## src/rtl/bloons_pkg.sv

```systemverilog
// Shared bloon-game types and default sizes used by the leak arbiter and its bench.
package bloons_pkg;

  typedef enum logic {PLAY, GAME_OVER} game_state_e;

  localparam int NUM_BLOONS = 32;
  localparam int LIFE_W     = 8;
  localparam int DMG_W      = 4;

  typedef logic [DMG_W-1:0] dmg_t;

endpackage

```

## src/rtl/leak_arbiter_rr.sv

```systemverilog
// Round-robin arbiter: first eligible request at or after the pointer wins, pointer moves past it.
module rr_arbiter #(
  parameter int N     = 32,
  parameter int IDX_W = (N > 1) ? $clog2(N) : 1
) (
  input  logic             Clk,
  input  logic             clr,
  input  logic [N-1:0]     req,
  input  logic [N-1:0]     mask,
  output logic [N-1:0]     grant,
  output logic [IDX_W-1:0] grant_idx,
  output logic             grant_valid
);

  logic [IDX_W-1:0] ptr_q, ptr_d;
  logic [N-1:0]     elig;
  logic [IDX_W:0]   pos;

  assign elig = req & ~mask;

  always_comb begin
    grant       = '0;
    grant_idx   = '0;
    grant_valid = 1'b0;
    pos         = '0;
    for (int k = 0; k < N; k++) begin
      // Rotated index, wrapped modulo N without a divider.
      pos = {1'b0, ptr_q} + (IDX_W+1)'(k);
      if (pos >= (IDX_W+1)'(N)) pos = pos - (IDX_W+1)'(N);
      if (!grant_valid && elig[pos]) begin
        grant_valid = 1'b1;
        grant_idx   = pos[IDX_W-1:0];
      end
    end
    if (grant_valid) grant[grant_idx] = 1'b1;
  end

  always_comb begin
    ptr_d = ptr_q;
    if (grant_valid)
      ptr_d = (grant_idx == IDX_W'(N-1)) ? '0 : grant_idx + 1'b1;
  end

  always_ff @(posedge Clk) begin
    if (clr) ptr_q <= '0;
    else     ptr_q <= ptr_d;
  end

endmodule

```

## src/rtl/leak_arbiter.sv

```systemverilog
// Serializes bloon leaks into the shared life pool; one grant per cycle, PLAY/GAME_OVER FSM.
// Optional +1 life input enabled by defining LEAK_ARBITER_EXTRA_LIFE_EN.
module leak_arbiter
  import bloons_pkg::*;
#(
  parameter int NUM_BLOONS  = bloons_pkg::NUM_BLOONS,
  parameter int LIFE_W      = bloons_pkg::LIFE_W,
  parameter int DMG_W       = bloons_pkg::DMG_W,
  parameter int START_LIVES = 100,
  parameter int MAX_LIVES   = 255
) (
  input  logic                             Clk,
  input  logic                             reset,
  input  logic                             new_game,
  input  logic [NUM_BLOONS-1:0]            leak_req,
  input  logic [NUM_BLOONS-1:0][DMG_W-1:0] leak_dmg,
`ifdef LEAK_ARBITER_EXTRA_LIFE_EN
  input  logic                             add_life,
`endif
  output logic [NUM_BLOONS-1:0]            leak_ack,
  output logic [LIFE_W-1:0]                lives,
  output logic                             game_over
);

  localparam int IDX_W = (NUM_BLOONS > 1) ? $clog2(NUM_BLOONS) : 1;

  game_state_e                state_q, state_d;
  logic [LIFE_W-1:0]          lives_q, lives_d;
  logic [NUM_BLOONS-1:0]      ack_q, ack_d;

  logic [NUM_BLOONS-1:0]      grant;
  logic [IDX_W-1:0]           grant_idx;
  logic                       grant_valid;
  logic [DMG_W-1:0]           win_dmg;
  logic [DMG_W-1:0]           eff_dmg;
  logic signed [LIFE_W+1:0]   lives_calc;

  function automatic logic [LIFE_W-1:0] sat_lives(input logic signed [LIFE_W+1:0] v);
    if (v <= 0) return '0;
`ifdef LEAK_ARBITER_EXTRA_LIFE_EN
    if (v > MAX_LIVES) return LIFE_W'(MAX_LIVES);
`endif
    return v[LIFE_W-1:0];
  endfunction

  // Masking with the live ack stops a slot being charged twice for one leak.
  rr_arbiter #(.N(NUM_BLOONS), .IDX_W(IDX_W)) u_rr (
    .Clk        (Clk),
    .clr        (reset | new_game),
    .req        (leak_req),
    .mask       (ack_q),
    .grant      (grant),
    .grant_idx  (grant_idx),
    .grant_valid(grant_valid)
  );

  assign win_dmg = leak_dmg[grant_idx];
  assign eff_dmg = !grant_valid ? '0 : (win_dmg == '0) ? DMG_W'(1) : win_dmg;

  always_comb begin
    lives_calc = signed'({2'b00, lives_q}) - signed'((LIFE_W+2)'(eff_dmg));
`ifdef LEAK_ARBITER_EXTRA_LIFE_EN
    lives_calc = lives_calc + signed'((LIFE_W+2)'(add_life));
`endif
  end

  always_comb begin
    state_d = state_q;
    lives_d = lives_q;
    ack_d   = '0;
    if (new_game) begin
      state_d = PLAY;
      lives_d = LIFE_W'(START_LIVES);
    end else begin
      ack_d = grant;
      case (state_q)
        PLAY: begin
          lives_d = sat_lives(lives_calc);
          if (lives_d == '0) state_d = GAME_OVER;
        end
        GAME_OVER: lives_d = '0;
        default:   state_d = PLAY;
      endcase
    end
  end

  always_ff @(posedge Clk) begin
    if (reset) begin
      state_q <= PLAY;
      lives_q <= LIFE_W'(START_LIVES);
      ack_q   <= '0;
    end else begin
      state_q <= state_d;
      lives_q <= lives_d;
      ack_q   <= ack_d;
    end
  end

  assign leak_ack  = ack_q;
  assign lives     = lives_q;
  assign game_over = (state_q == GAME_OVER);

endmodule

```

## config.mk

```make
export PLATFORM = sky130hd
export DESIGN_NAME = leak_arbiter
export DESIGN_NICKNAME = d
export VERILOG_FILES = /design/src/rtl/bloons_pkg.sv /design/src/rtl/leak_arbiter_rr.sv /design/src/rtl/leak_arbiter.sv
export SDC_FILE = /design/constraint.sdc
export NUM_CORES = 1
export LEC_CHECK = 0
export ABC_CLOCK_PERIOD_IN_PS = 11000
export BUFFER_PORTS_ARGS = -buffer_cell sky130_fd_sc_hd__buf_2
export CAP_MARGIN = 20
export CORE_MARGIN = 5
export CORE_UTILIZATION = 50
export CTS_CLUSTER_SIZE = 20
export DETAILED_ROUTE_END_ITERATION = 7
export PLACE_DENSITY = 0.73
export SLEW_MARGIN = 40
export SYNTH_ARGS = -nofsm -noshare
export SYNTH_HDL_FRONTEND = slang
export SYNTH_SLANG_ARGS = --single-unit
```

## constraint.sdc

```tcl
create_clock -name Clk -period 11 [get_ports Clk]
set_clock_uncertainty 0.1 [all_clocks]
set_input_delay 1.65 -clock Clk [delete_from_list [all_inputs] [get_ports Clk]]
set_output_delay 1.65 -clock Clk [all_outputs]
set_load 0.05 [all_outputs]
```

==> results_dict.tcl <==
set metrics [dict create \
    die_x_um 148 \
    synth_warnings 0 \
    ff2ff_path_depth 28 \
    holdPathStages 2 \
    powerDensity_nw_per_um2 410 \
    hp-start "u_rr.ptr_q[4]" \
    drive_above_1_share_pct 25.2 \
    io_pins 204 \
    required_ps 11060 \
    reg2reg_setup_slack_ps 1250 \
    n_antenna_cell 0 \
    htree_levels 2 \
    synth_fa_ha_area_share_pct 3.07 \
    final_cells 1601 \
    root_buffer "clkbuf_16" \
    synth.distinct_cells 89 \
    cts_hold_buf 0 \
    drt_first_pass_iters 8 \
    max_slew.worst_pin.slew_ps 857 \
    min_period_ps 9750 \
    setup_ws_ps 1250 \
    die_y_um 148 \
    grt_pass1_wl_um 63200 \
    synth-seq-area-share_pct 9.66 \
    drt-total-wl_um 42000 \
    yosysMostFrequentCell "nor2_1" \
    routed_via_density 7.08 \
    synth_top_area_share_pct 11.3 \
    grt_pass1_vias 10800 \
    hold_viol 0 \
    area_delta_synth_final_pct 13.8 \
    ys_ff_latch 46 \
    die_area_um2 21900 \
    clkTransAtPathRegs_ps 60 \
    min-delay-path-class "reg2reg" \
    fin_crit_sh_pct 88.6 \
    drt-wirelength-per-cell_um 26.2 \
    portBuffers 203 \
    tns_ps 0 \
    grt_max_degree 57 \
    final_util_pct 57.8 \
    cp.buffers_inverters 4 \
    cts_tree "done" \
    place_area_um2 10700 \
    vdd_drop_max_mv 0.291 \
    syn-cell-area_um2 9530 \
    p_total_mw 4.45 \
    synth-simple-area-share_pct 33.3 \
    final-setup-viol-count 0 \
    synthArstFlopShare_pct 0 \
    synthTopCellsByCount "nor2_1 (123), mux2i_1 (102), nand2_1 (89)" \
    yosys.area.top_type "mux4_2" \
    critPathMaxStageDelay_ps 770 \
    cp_max_fo 20 \
    synth-xor-area-share_pct 3.82 \
    synth_top_family_by_area "simple AND/OR/NAND/NOR gates" \
    critical_path_cell_count 28 \
    reg2reg_to "lives[6]" \
    rsz0062_at_grt "no" \
    crit_slowest_cell "and4_1" \
    crit_start "u_rr.ptr_q[1]" \
    fmax_mhz 103 \
    path_delay_family "simple AND/OR/NAND/NOR gates" \
    nFillCells 1783 \
    globalplace.congestion 1.03 \
    cts-buffers-inserted 5 \
    nets 1551 \
    avgSynthCellArea_um2 7.87 \
    maxCapViolations 0 \
    max_slew_margin_pct 42.7 \
    ant_nets 0 \
    num_vias 11300 \
    synth_area_leaders "mux4_2 (11%), mux2i_1 (11%), dfxtp_1 (9.7%)" \
    grt-ovfl-total 0 \
    synthMuxAreaShare_pct 24.1 \
    hold-worst-slack_ps 417 \
    rows 50 \
    global_route.usage.total_pct 36.6 \
    dp_hpwl_um 33900 \
    cts_setup_buffers 0 \
    synth_compound_area_share_pct 20.5 \
    holdPathEnd "u_rr.ptr_q[4]" \
    drv_slew 0 \
    initial_core_util_pct 50.8 \
    post_cts_resize_count 0 \
    critPathArrivalTime_ps 9800 \
    r2r_start "u_rr.ptr_q[1]" \
    endpoint_kind "flip-flop" \
    p_leak_nw 4.58 \
    core_area_um2 18800 \
    fin_area_um2 10800 \
    drc 0 \
    clock_path_buffers 2 \
    place_inst 1593 \
    cts_sinks 46 \
    antenna_found_initial 0 \
    clock_latency_ps 290 \
    status "finished clean" \
    first_iter_violations 1467 \
    netlist_instances 1212 \
    synth_enable_flop_cells 0 \
    pre_cts_ws_ps 1330 \
    synthFlopType "dfxtp_1" \
    cp-start-kind "flip-flop" \
    worstSetupPathType "reg2reg" \
    synth_nets 1397 \
]
## kinds of logic after synthesis
| group | Yosys count |
|---|---|
| AOI/OAI and AO/OA | 277 |
| xor gates and xnor gates | 39 |
| adders and majority gates | 23 |
| buffers and inverters | 100 |
| DFF | 46 |
| muxes | 167 |
| and+or+nand+nor | 560 |
## final cells by class
class / instances / area, µm² / share of cell area [%]
timing repair buffer: 224 / 1190 / 10.9
inverter: 23 / 86.3 / 0.796
sequential: 46 / 923 / 8.51
multi-input combinational: 1066 / 8190 / 75.6
tap: 234 / 293 / 2.70
clock inverter: 1 / 30.0 / 0.277
clock buffer: 7 / 133 / 1.22
## worst reg2reg max path, delay by kind of cell (launching register included)
family / cells / cell delay (ps)
XOR/XNOR: 1 / 650
AO/OA/AOI/OAI: 10 / 2150
AND/OR/NAND/NOR: 7 / 3260
flip-flops: 1 / 700
multiplexers: 2 / 490
buffers and inverters: 4 / 970
adder cells (fa/ha/maj): 4 / 1280
## how the worst max path moves through the flow
stage          endpoint
2_1_floorplan  lives[5]
3_3_place_gp   lives[5]
3_5_place_dp   lives[5]
4_1_cts        lives[6]
5_1_grt        lives[6]
6_report       lives[6]
## state kept, by name (all words and copies together), names as in the netlist
| name | cells |
|---|---|
| game_over | 1 |
| lives | 8 |
| leak_ack | 32 |
| u_rr.ptr_q | 5 |
## where the power goes
part	internal, mW	switching [mW]
combinational	1.55	2.51
clock	0.107	0.0623
sequential	0.187	0.0284
## cell usage in the layout, fill, tap and decap left out, drive strengths merged, types with 36 or more instances in the layout
cell type	instances
buf	224
nor2	125
mux2i	102
nand2	89
o21ai	55
mux4	48
dfxtp	46
nor3	43
nor4	39
a21oi	36
## per-layer routing
layer,up-vias,track usage [%],share of wire [%]
met5,-,0,0
met4,0,17.7,5.7
met3,154,5.51,10
met2,747,60.0,46
met1,5390,47.2,38
li1,5045,-,-
No activity file was read; power rests on OpenSTA's default activity.
